**config.mk**
```make
export PLATFORM = sky130hd
export DESIGN_NAME = keypad_matrix_scanner
export DESIGN_NICKNAME = d
export VERILOG_FILES = /design/src/rtl/keypad_pkg.sv /design/src/rtl/keypad_event_fifo.sv /design/src/rtl/keypad_matrix_scanner.sv
export SDC_FILE = /design/constraint.sdc
export NUM_CORES = 1
export LEC_CHECK = 0
export BUFFER_PORTS_ARGS = -buffer_cell sky130_fd_sc_hd__buf_4
export CORE_ASPECT_RATIO = 1.75
export CORE_MARGIN = 2
export CORE_UTILIZATION = 50
export DETAILED_ROUTE_END_ITERATION = 16
export PLACE_DENSITY = 0.67
export SLEW_MARGIN = 20
export SYNTH_ARGS = -nofsm -noshare
export SYNTH_HDL_FRONTEND = slang
export SYNTH_SLANG_ARGS = --single-unit
```
**constraint.sdc**
```tcl
create_clock -name CLK -period 4.6 [get_ports CLK]
set_input_delay 0.69 -clock CLK [delete_from_list [all_inputs] [get_ports CLK]]
set_output_delay 0.69 -clock CLK [all_outputs]
set_load 0.01 [all_outputs]
```
**src/rtl/keypad_pkg.sv**
```systemverilog
// Shared types and sizing helpers for the keypad scanner; event entry layout is
// {release flag (only with KEYPAD_RELEASE_EVT_EN), key code}, flag in the MSB.
package keypad_pkg;

  typedef enum logic [1:0] {
    ST_IDLE,
    ST_SAMPLE,
    ST_EVAL,
    ST_NEXT
  } scan_state_e;

`ifdef KEYPAD_RELEASE_EVT_EN
  localparam bit REL_EVT_EN = 1'b1;
`else
  localparam bit REL_EVT_EN = 1'b0;
`endif

  // Index width that stays >= 1 even for tiny counts.
  function automatic int clog2_min1(input int n);
    return (n <= 2) ? 1 : $clog2(n);
  endfunction

  function automatic int key_w(input int rows, input int cols);
    return clog2_min1(rows * cols);
  endfunction

  function automatic int dwell_cycles(input int clk_hz, input int scan_hz);
    return clk_hz / scan_hz;
  endfunction

  function automatic int ev_w(input int kw);
    return kw + (REL_EVT_EN ? 1 : 0);
  endfunction

endpackage

```
**src/rtl/keypad_event_fifo.sv**
```systemverilog
// Key event queue: registered head, data visible the cycle after push into an empty queue.
// Push into a full queue without a same-cycle pop is dropped and flagged on drop.
module keypad_event_fifo #(
  parameter int WIDTH = 4,
  parameter int DEPTH = 4
) (
  input  logic             clk,
  input  logic             rst_n,
  input  logic             push,
  input  logic [WIDTH-1:0] push_dat,
  input  logic             pop,
  output logic [WIDTH-1:0] head_dat,
  output logic             empty,
  output logic             full,
  output logic             drop
);

  localparam int AW = (DEPTH <= 2) ? 1 : $clog2(DEPTH);

  logic [AW:0]                  wr_ptr_q, wr_ptr_d;
  logic [AW:0]                  rd_ptr_q, rd_ptr_d;
  logic [DEPTH-1:0][WIDTH-1:0]  mem_q, mem_d;
  logic                         do_push, do_pop;

  always_comb begin
    empty    = (wr_ptr_q == rd_ptr_q);
    full     = (wr_ptr_q[AW] != rd_ptr_q[AW]) && (wr_ptr_q[AW-1:0] == rd_ptr_q[AW-1:0]);
    do_pop   = pop && !empty;
    // A pop frees the head slot in the same cycle, so full+push+pop still accepts.
    do_push  = push && (!full || do_pop);
    drop     = push && !do_push;
    mem_d    = mem_q;
    wr_ptr_d = wr_ptr_q;
    rd_ptr_d = rd_ptr_q;
    if (do_push) begin
      mem_d[wr_ptr_q[AW-1:0]] = push_dat;
      wr_ptr_d                = wr_ptr_q + (AW+1)'(1);
    end
    if (do_pop) begin
      rd_ptr_d = rd_ptr_q + (AW+1)'(1);
    end
    head_dat = mem_q[rd_ptr_q[AW-1:0]];
  end

  always_ff @(posedge clk) begin
    if (!rst_n) begin
      wr_ptr_q <= '0;
      rd_ptr_q <= '0;
      mem_q    <= '0;
    end else begin
      wr_ptr_q <= wr_ptr_d;
      rd_ptr_q <= rd_ptr_d;
      mem_q    <= mem_d;
    end
  end

endmodule

```
**src/rtl/keypad_matrix_scanner.sv**
```systemverilog
// Column-strobed keypad scanner with per-key debounce and a valid/ready event queue.
// Event visible the cycle after its EVAL cycle; KEYPAD_RELEASE_EVT_EN also queues release events.
module keypad_matrix_scanner
  import keypad_pkg::*;
#(
  parameter int CLK_HZ         = 50_000_000,
  parameter int SCAN_HZ        = 1000,
  parameter int ROWS           = 4,
  parameter int COLS           = 4,
  parameter int DEBOUNCE_SCANS = 8,
  parameter int FIFO_DEPTH     = 4,
  localparam int KEY_W         = key_w(ROWS, COLS)
) (
  input  logic                 CLK,
  input  logic                 RST_N,
  output logic [COLS-1:0]      col_drive,
  input  logic [ROWS-1:0]      row_sense,
  output logic                 key_valid,
  input  logic                 key_ready,
  output logic [KEY_W-1:0]     key_code,
  output logic                 key_release,
  output logic [ROWS*COLS-1:0] key_state,
  output logic                 overflow
);

  localparam int DWELL = dwell_cycles(CLK_HZ, SCAN_HZ);
  localparam int DW_W  = clog2_min1(DWELL);
  localparam int COL_W = clog2_min1(COLS);
  localparam int ROW_W = clog2_min1(ROWS);
  localparam int CNT_W = clog2_min1(DEBOUNCE_SCANS);
  localparam int NKEY  = ROWS * COLS;
  localparam int EV_W  = ev_w(KEY_W);

  logic                        run_q, run_d;
  logic [DW_W-1:0]             dwell_q, dwell_d;
  logic [COL_W-1:0]            col_q, col_d;
  logic [COLS-1:0]             col_drive_q, col_drive_d;
  logic [ROWS-1:0]             sync1_q, sync1_d, sync2_q, sync2_d;
  logic [ROWS-1:0]             sample_q, sample_d;
  logic [COL_W-1:0]            scol_q, scol_d;
  logic [ROW_W-1:0]            row_q, row_d;
  scan_state_e                 state_q, state_d;
  logic [NKEY-1:0]             key_state_q, key_state_d;
  logic [NKEY-1:0][CNT_W-1:0]  cnt_q, cnt_d;
  logic                        overflow_q, overflow_d;

  logic                        push;
  logic [EV_W-1:0]             push_dat;
  logic [EV_W-1:0]             head_dat;
  logic                        fifo_empty, fifo_full, fifo_drop;
  logic                        raw;
  int                          key_int;
  logic [KEY_W-1:0]            key_idx;

  // run_q holds the dwell counter at 0 for the first cycle out of reset so
  // column 0 gets a full dwell.
  always_comb begin
    run_d   = 1'b1;
    dwell_d = dwell_q;
    col_d   = col_q;
    if (run_q) begin
      if (dwell_q == DW_W'(DWELL - 1)) begin
        dwell_d = '0;
        col_d   = (col_q == COL_W'(COLS - 1)) ? '0 : col_q + COL_W'(1);
      end else begin
        dwell_d = dwell_q + DW_W'(1);
      end
    end
    col_drive_d = ~(COLS'(1) << col_d);
    sync1_d     = row_sense;
    sync2_d     = sync1_q;
    overflow_d  = overflow_q | fifo_drop;
  end

  // EVAL runs on the latched column, so it may spill into the next column's dwell.
  always_comb begin
    state_d     = state_q;
    sample_d    = sample_q;
    scol_d      = scol_q;
    row_d       = row_q;
    key_state_d = key_state_q;
    cnt_d       = cnt_q;
    push        = 1'b0;
    push_dat    = '0;
    raw         = 1'b0;
    key_int     = 0;
    key_idx     = '0;
    unique case (state_q)
      ST_IDLE: begin
        if (run_q && dwell_q == DW_W'(DWELL - 3)) state_d = ST_SAMPLE;
      end
      ST_SAMPLE: begin
        sample_d = sync2_q;
        scol_d   = col_q;
        row_d    = '0;
        state_d  = ST_EVAL;
      end
      ST_EVAL: begin
        key_int = int'(row_q) * COLS + int'(scol_q);
        key_idx = KEY_W'(key_int);
        raw     = ~sample_q[row_q];
        if (raw == key_state_q[key_idx]) begin
          cnt_d[key_idx] = '0;
        end else if (cnt_q[key_idx] == CNT_W'(DEBOUNCE_SCANS - 1)) begin
          cnt_d[key_idx]       = '0;
          key_state_d[key_idx] = raw;
`ifdef KEYPAD_RELEASE_EVT_EN
          push     = 1'b1;
          push_dat = {~raw, key_idx};
`else
          push     = raw;
          push_dat = key_idx;
`endif
        end else begin
          cnt_d[key_idx] = cnt_q[key_idx] + CNT_W'(1);
        end
        if (row_q == ROW_W'(ROWS - 1)) state_d = ST_NEXT;
        else row_d = row_q + ROW_W'(1);
      end
      ST_NEXT: state_d = ST_IDLE;
      default: state_d = ST_IDLE;
    endcase
  end

  always_ff @(posedge CLK) begin
    if (!RST_N) begin
      run_q       <= 1'b0;
      dwell_q     <= '0;
      col_q       <= '0;
      col_drive_q <= '1;
      sync1_q     <= '1;
      sync2_q     <= '1;
      sample_q    <= '1;
      scol_q      <= '0;
      row_q       <= '0;
      state_q     <= ST_IDLE;
      key_state_q <= '0;
      cnt_q       <= '0;
      overflow_q  <= 1'b0;
    end else begin
      run_q       <= run_d;
      dwell_q     <= dwell_d;
      col_q       <= col_d;
      col_drive_q <= col_drive_d;
      sync1_q     <= sync1_d;
      sync2_q     <= sync2_d;
      sample_q    <= sample_d;
      scol_q      <= scol_d;
      row_q       <= row_d;
      state_q     <= state_d;
      key_state_q <= key_state_d;
      cnt_q       <= cnt_d;
      overflow_q  <= overflow_d;
    end
  end

  keypad_event_fifo #(
    .WIDTH (EV_W),
    .DEPTH (FIFO_DEPTH)
  ) u_fifo (
    .clk      (CLK),
    .rst_n    (RST_N),
    .push     (push),
    .push_dat (push_dat),
    .pop      (key_valid && key_ready),
    .head_dat (head_dat),
    .empty    (fifo_empty),
    .full     (fifo_full),
    .drop     (fifo_drop)
  );

  assign col_drive = col_drive_q;
  assign key_valid = !fifo_empty;
  assign key_code  = key_valid ? head_dat[KEY_W-1:0] : '0;
`ifdef KEYPAD_RELEASE_EVT_EN
  assign key_release = key_valid & head_dat[KEY_W];
`else
  assign key_release = 1'b0;
`endif
  assign key_state = key_state_q;
  assign overflow  = overflow_q;

  // Full status is implied by the drop pulse; kept on the port list for reuse.
  logic unused_full;
  assign unused_full = fifo_full;

endmodule

```
Yosys cells after proc, flatten, opt, wreduce, memory -nomap -nowiden --
Index checks and enable logic that the tools add are counted.
Word-level totals: register bits 128, latch bits 0, RAM bits 0, bits in read-only memories 0, bits of input ports 7, output and inout bits 27, word-level logic and storage cells 122, memories 0
Cells by class: $add $sub $neg 7, multiply operators 0, div/mod/pow operators 0, order comparisons 6, eq/ne operators 15, shift-type cells 1, mux-type cells 36, bitwise gates (word level) 6, reduce and logical (&&, ||, !) cells 17
Operator list (count):
- $mux W48 | 2
- $and A48 B48 Y48 | 1
- $bwmux W48 | 1
- $not A48 Y48 | 1
- $bwmux W16 | 2
- $eq A16 B16 Y1 const B | 2
- $mux W4 | 6
- $add A16 B1 Y16 const B | 1
- $mux W16 | 1
- $bmux W3 S4 | 1
- $demux W3 S4 | 1
- $mux W2 | 6
- $add A3 B1 Y3 const B | 3
- $lt A2 B3 Y1 const B | 3
- $bmux W4 S2 | 1
- $demux W4 S2 | 1
- $eq A2 B2 Y1 const B | 4
- $logic_and A1 B1 Y1 | 8
- $pmux W2 S4 | 1
- $mux W1 | 7
- $mux W3 | 2
- $ne A2 B2 Y1 const B | 3
- $lt A4 B5 Y1 const B | 1
- $add A2 B1 Y2 const B | 2
- 23 further kinds | 27

Depth between registers and ports, before layout --
depth in word-level cells 11, gate-level depth with buffers 16, gate-level depth less buffers 12

By module --
From an unflattened synthesis, not the netlist that was laid out.
Second synthesis, totals: cell total of the unflattened synthesis 665, area total of the unflattened synthesis 6383.6 µm²
By module, submodules not included:
- keypad_matrix_scanner | instances 1, cells an instance 552, area an instance 5109.9 µm², sequential area each 2122.0 µm²
- keypad_event_fifo | instances 1, cells an instance 113, area an instance 1273.7 µm², sequential area each 440.4 µm²

Worst setup path after synthesis --
OpenSTA, ideal clock, no wires.
path type register -> register, start register scol_q[1], end register u_fifo.mem_q[1] (netlist bit), setup time 0.072 ns, data arrival time 3.745 ns, required time 4.528 ns, setup slack 0.783 ns, cell stages (with the launch flop) 17, path buffers 6, period minus slack after synthesis 3.817 ns, cells stage by stage dfxtp_1 > clkbuf_1 > clkbuf_1 > mux4_2 > mux2i_1 > a21oi_1 > buf_4 > ha_1 > ha_1 > clkbuf_1 > and2_1 > clkbuf_1 > nand2_1 > a2111oi_4 > and2_1 > buf_2 > mux2i_1
Between the ends: cells in the longest elaborated chain, start to end 8, elaborated cells on any way between the ends 15, classes of those cells 1 x add/sub; 2 x eq/ne; 11 x mux; 1 x reduce/logical
Ends and longest elaborated chain:
- start, declared | RTL line keypad_matrix_scanner.sv:40 | logic [COL_W-1:0] scol_q, scol_d;
- start signal, assigned | RTL line keypad_matrix_scanner.sv:148 | scol_q <= scol_d;
- $add A4 B2 Y4 (*) | RTL line keypad_matrix_scanner.sv:99 | key_int = int'(row_q) * COLS + int'(scol_q);
- $bmux W3 S4 | RTL line keypad_matrix_scanner.sv:104 | end else if (cnt_q[key_idx] == CNT_W'(DEBOUNCE_SCANS - 1)) begin
- $mux W3 (not written as such) | RTL line keypad_matrix_scanner.sv:104
- $eq A3 B3 Y1 | RTL line keypad_matrix_scanner.sv:104
- $mux W4 / $mux W1 (equally long branches) | RTL line keypad_matrix_scanner.sv:104
- $mux W4 / $mux W1 (equally long branches) | RTL line keypad_matrix_scanner.sv:102 | if (raw == key_state_q[key_idx]) begin
- $mux W4 / $mux W1 (equally long branches) | RTL line keypad_matrix_scanner.sv:88 | unique case (state_q)
- $bwmux W16 / $logic_and A1 B1 Y1 (equally long branches) | RTL line keypad_event_fifo.sv:36, keypad_event_fifo.sv:30
- end signal, assigned | RTL line keypad_event_fifo.sv:53 | mem_q <= mem_d;
- end, declared | RTL line keypad_event_fifo.sv:22 | logic [DEPTH-1:0][WIDTH-1:0] mem_q, mem_d;
Every way passes the cells marked *; elsewhere a longest branch is shown, timed or not. The select of a mux whose other input is x is not followed. A chain may end at the register's enable or synchronous reset.

Worst setup path after layout --
start register scol_q[1], end register key_state_q[15], in the netlist key_state[15]
Between the ends: cells in the longest elaborated chain, start to end 6, elaborated cells on any way between the ends 15, classes of those cells 1 x add/sub; 2 x order compare; 2 x eq/ne; 7 x mux; 1 x bitwise; 2 x reduce/logical
Ends and longest elaborated chain:
- $add A4 B2 Y4 (*) | RTL line keypad_matrix_scanner.sv:99
- $lt A4 B5 Y1 (not written as such) (tied with other cells) | RTL line keypad_matrix_scanner.sv:106 | key_state_d[key_idx] = raw;
- $logic_and A1 B1 Y1 (not written as such) / $mux W1 (equally long branches) | RTL line keypad_matrix_scanner.sv:106, keypad_matrix_scanner.sv:102
- $mux W1 (not written as such) / $eq A1 B1 Y1 (equally long branches) | RTL line keypad_matrix_scanner.sv:106, keypad_matrix_scanner.sv:102
- $demux W1 S4 / $not A1 Y1 (equally long branches)
- $bwmux W16 / $reduce_and A3 Y1 (equally long branches)
- end signal, assigned | RTL line keypad_matrix_scanner.sv:151 | key_state_q <= key_state_d;
- end, declared | RTL line keypad_matrix_scanner.sv:43 | logic [NKEY-1:0] key_state_q, key_state_d;
Marks and branches as above.

==> out/summary.md <==
The tools report the endpoint type of the worst setup path as a flip-flop. Tracing the worst setup path back leads to its startpoint at scol_q[1]. The number of global-route vias before repair came out at 5068. Synthesis inferred 128 register bits.

For this block, wires on met1 add up to 5820 um. Summing all placed instances gives a cell area of 0.00649 mm^2. The min-delay analysis places its worst path in the category flip-flop to flip-flop. The area fraction of the dominant cell type after synthesis was 41.3%; the basic-gate share of the synthesized area counting and, or, nand and nor cells was 19.4%.

For this run, the share of the core covered by cells in the final layout is 58.2%. The run gives 6 as the first-pass iteration count of the detailed router. The routed design uses 557 um of met3 wire. The startpoint identified for the worst register-to-register timing path is scol_q[1].

Main flop type after synthesis: dfxtp_1. The run gives 0 as the post-CTS setup-driven buffer insertion count. Counting buffers and inverters, the worst setup path is 10 cells deep. For the max-slew headroom at the worst pin, the log shows 39.4%. The I/O pin count was 34. Counting flops with an async set or reset pin after synthesis yields a share of 0%. The tools report the total internal power as 0.00191 W. In this run the power spent charging and discharging nets is 0.000533 W. The first global-routing pass estimated 24500 um of wire. TritonCTS built the clock tree.

The setup TNS was 0 ns. The leading cell type in the layout, fill and taps excluded was dfxtp_1. Clock tree synthesis found a total of 128 sinks.

The number of nets still failing antenna checks after routing was 0. The tools report the number of hold-slack violations in the final timing report as 0. The clock-pin transition on the worst setup and hold timing paths was 0.05 ns. Each instance of the synthesized netlist takes up on average 9.60 um^2. The detailed router placed 5096 vias in this run. Switching share of total power: 21.8%. Counting I/O delays and the setup requirement, the final critical path takes 3.82 ns. The run gives 4.15 ns as the arrival time of the worst setup path. The start-to-end type of the worst setup path is flip-flop to flip-flop.

The max-capacitance violation count is 0. The tools report the worst min-delay path startpoint as sync1_q[3]. For the post-synth net total, the log shows 671. The run gives 319 as the starting DRC count in detailed routing. The reg-to-reg endpoint was key_state[15]. The top fanout value on the critical path came out at 15. Summed over all cells, the static leakage comes to 2.41 nW. Summing every instance area after synthesis gives 0.00620 mm^2. Area fraction in compound gates after synthesis: 15.7%. Registers are responsible for 46.1% of the overall power. Leaving out filler cells and counting taps, the final layout contains 838. Dominant combinational cell family by area after synthesis: simple AND/OR/NAND/NOR gates.

The met2 wire length came out at 8200 um. The run finished with clean final reports. Cell type contributing the most total cell area after synthesis: dfxtp_1.

Detailed placement ended at an HPWL of 10600 um. At the pin with the least slew margin, the transition time is 0.884 ns. Traced cell by cell, the critical path runs through buf_4, mux4_2, mux4_2, ha_1, ha_1, and2_1, nand3_1, nor3b_1, o41ai_1, o2bb2ai_1.

The startpoint type of the worst setup path is a flip-flop. The number of buffers inserted by port buffering works out to 32. The total of endpoints with negative setup slack in the final report came out at 0.

Across all register-to-register paths, the minimum setup slack is 0.78 ns. At the worst endpoint, the required time is 4.93 ns. Overall power consumption: 0.00244 W.

At the end of routability-driven placement, the weighted congestion stood at 0.924. After clock tree synthesis, the repair step resized 0 gates. The max-slew violation count is 0. Cells with a size suffix above 1 make up 15.9% of the layout. After routing the design area is 0.00703 mm^2.

For this run, the slowest stage of the critical path takes 0.75 ns. After clock tree synthesis, the flow added hold-fix buffers numbering 0. Buffers inserted during clock tree synthesis total 17.

Sorting the synthesized cells by area gives the leading types as dfxtp_1 41%, nand2_1 6.2%, mux4_2 6.2%, mux2i_1 6.0%, ha_1 3.6%. Global routing used 23.9% of the available tracks. The worst path uses 83.0% of the clock period.

For this run, design rule violations remaining after detail routing come to 0. The maximum frequency from static timing analysis came out at 262 MHz. In this run the number of H-tree levels came out at 4. The initial utilization of the core area, before any placement, comes to 51.4%. The adder-cell share of the synthesized area is 3.63%, and the number of filler cells placed in the layout is 1087. The floorplan has 53 rows. The placeable core region is 0.0121 mm^2, and the setup skew after layout is 0.00626 ns.

After the last flow step, the layout net total stands at 687. The via density per instance is 6.08. The logs give 646 for the number of standard cells after synthesis and 56 for the number of distinct library cell variants in the gate-level netlist after synthesis. Summing the areas of all xor and xnor instances in the mapped netlist gives 2.54% of the synthesized area. The die covers 0.0133 mm^2. During synthesis, Yosys emitted a total of 0 warnings. Setup repair after global routing left no endpoint under its margin.

After detailed placement, the design holds a cell count of 808. The wire length per cell was 18.2 um; the number of cells on the worst reg-to-reg path was 10. In this run, synthesis inferred 0 flip-flops with an integrated enable. The library cell used as clock root buffer is clkbuf_16. Routed signal wires occupy layers up through met4.

The power density relative to cell area is 348 mW/mm^2. The cell class contributing the biggest share of worst-path delay is compound AO/OA/AOI/OAI gates. The multi-input combinational cell area came out at 0.00338 mm^2. Per report_power, the clock group accounts for 49.8% of the total.

Wires add up to 15300 um. Cell at the slowest stage of the critical path: dfxtp_1. The die is 88.2 um wide.

The tools report the peak supply drop as 0.239 mV. Measured along the y axis, the die boundary spans 151 um. For the initial antenna violation count, the log shows 0. Leaving out fill and tap cells, the most frequent cells in the layout are 128 x dfxtp_1, 103 x nand2_1, 47 x nor2_1, 40 x buf_4, 37 x mux2i_1. Compared with the post-synthesis result, the final layout area differs by 13.4%. For the sequential element share of the synthesized area, the log shows 41.3%. The clock reaches the later pin of the worst-skew pair after 0.41 ns. The clock passes through at most 2 buffers.

Mux share of post-synthesis cell area: 13.2%. The maximum number of pins on one net before global-route repair is 58, and the number of buffers and inverters on the critical path is 1. The total overflow left after global routing is 0. The repair_antennas step left the layout with diodes totalling 0. Combinational cells account for 4.1% of the total power. Summing all flip-flop and latch instances after layout gives 0.00256 mm^2. The most critical setup path has its endpoint at key_state[15].
power groups by stage:
stage / Combinational [W] / Clock (W) / Sequential (W)
global placement: 0.0000961 / 0 / 0.00115
global route: 0.000109 / 0.00128 / 0.00113
CTS: 0.0000987 / 0.00124 / 0.00113
detailed placement: 0.0000983 / 0 / 0.00115
floorplan: 0.0000751 / 0 / 0.00115
finish: 0.0000990 / 0.00122 / 0.00113
worst register-to-register path, delay by kind of cell (launching register included):
family          cells  cell delay (ns)
simple gates        3             0.55
compound gates      2             0.88
fa+ha+maj           2             0.39
flops               1             0.75
buf+inv             1             0.34
mux                 2             0.83
registers in the layout, indices dropped and copies added (netlist names), 3 cells and up:
register         count
cnt_q               48
u_fifo.mem_q        16
dwell_q             16
sample_q             4
key_state           16
u_fifo.rd_ptr_q      3
sync1_q              4
u_fifo.wr_ptr_q      3
sync2_q              4
col_drive            4
cells in the mapped netlist (11+ instances only):
cell       number
dfxtp_1       128
nand2_1       103
nor2_1         47
mux2i_1        37
o22ai_1        32
clkbuf_1       28
nand3_1        25
ha_1           18
o41ai_1        18
mux4_2         17
o211ai_1       16
nor3_1         13
nand2b_1       12
o2bb2ai_1      12
nand4_1        11
how the worst min path moves through the flow:
stage	endpoint	slack (ns)	cells past startpoint
2_1_floorplan	sync2_q[0]	0.39	1
3_3_place_gp	sync2_q[3]	0.39	1
3_5_place_dp	sync2_q[3]	0.40	1
4_1_cts	sync2_q[3]	0.41	1
5_1_grt	sync2_q[3]	0.42	1
6_report	sync2_q[3]	0.41	1
layer usage:
metal | track usage, % | vias to the layer above
met2 | 42.1 | 153
li1 | - | 2401
met3 | 4.52 | 62
met4 | 14.5 | 0
met1 | 25.7 | 2480
met5 | 0 | -
per-stage QoR:
| step | hold slack [ns] | setup WS, ns |
|---|---|---|
| floorplan | 0.386 | 0.783 |
| global placement | 0.390 | 0.951 |
| detailed placement | 0.395 | 0.871 |
| CTS | 0.413 | 0.861 |
| global route | 0.418 | 0.585 |
| finish | 0.405 | 0.782 |
layout make-up:
type | instances | area share (%)
sequential | 128 | 36.5
clock buffer | 23 | 6.66
clock inverter | 7 | 0.890
timing repair buffer | 40 | 4.27
multi-input combinational | 463 | 48.1
tap | 165 | 2.94
inverter | 12 | 0.641
cell families (layout without fill, tap and decap cells):
family | Yosys count | after routing
AND/OR/NAND/NOR | 253 | 253
flip-flops | 128 | 128
AO/OA/AOI/OAI | 116 | 116
multiplexers | 57 | 57
buffers and inverters | 55 | 82
adder cells (fa/ha/maj) | 18 | 18
XOR/XNOR | 18 | 18
other | 1 | 1
(Power assumes the default switching activity.)
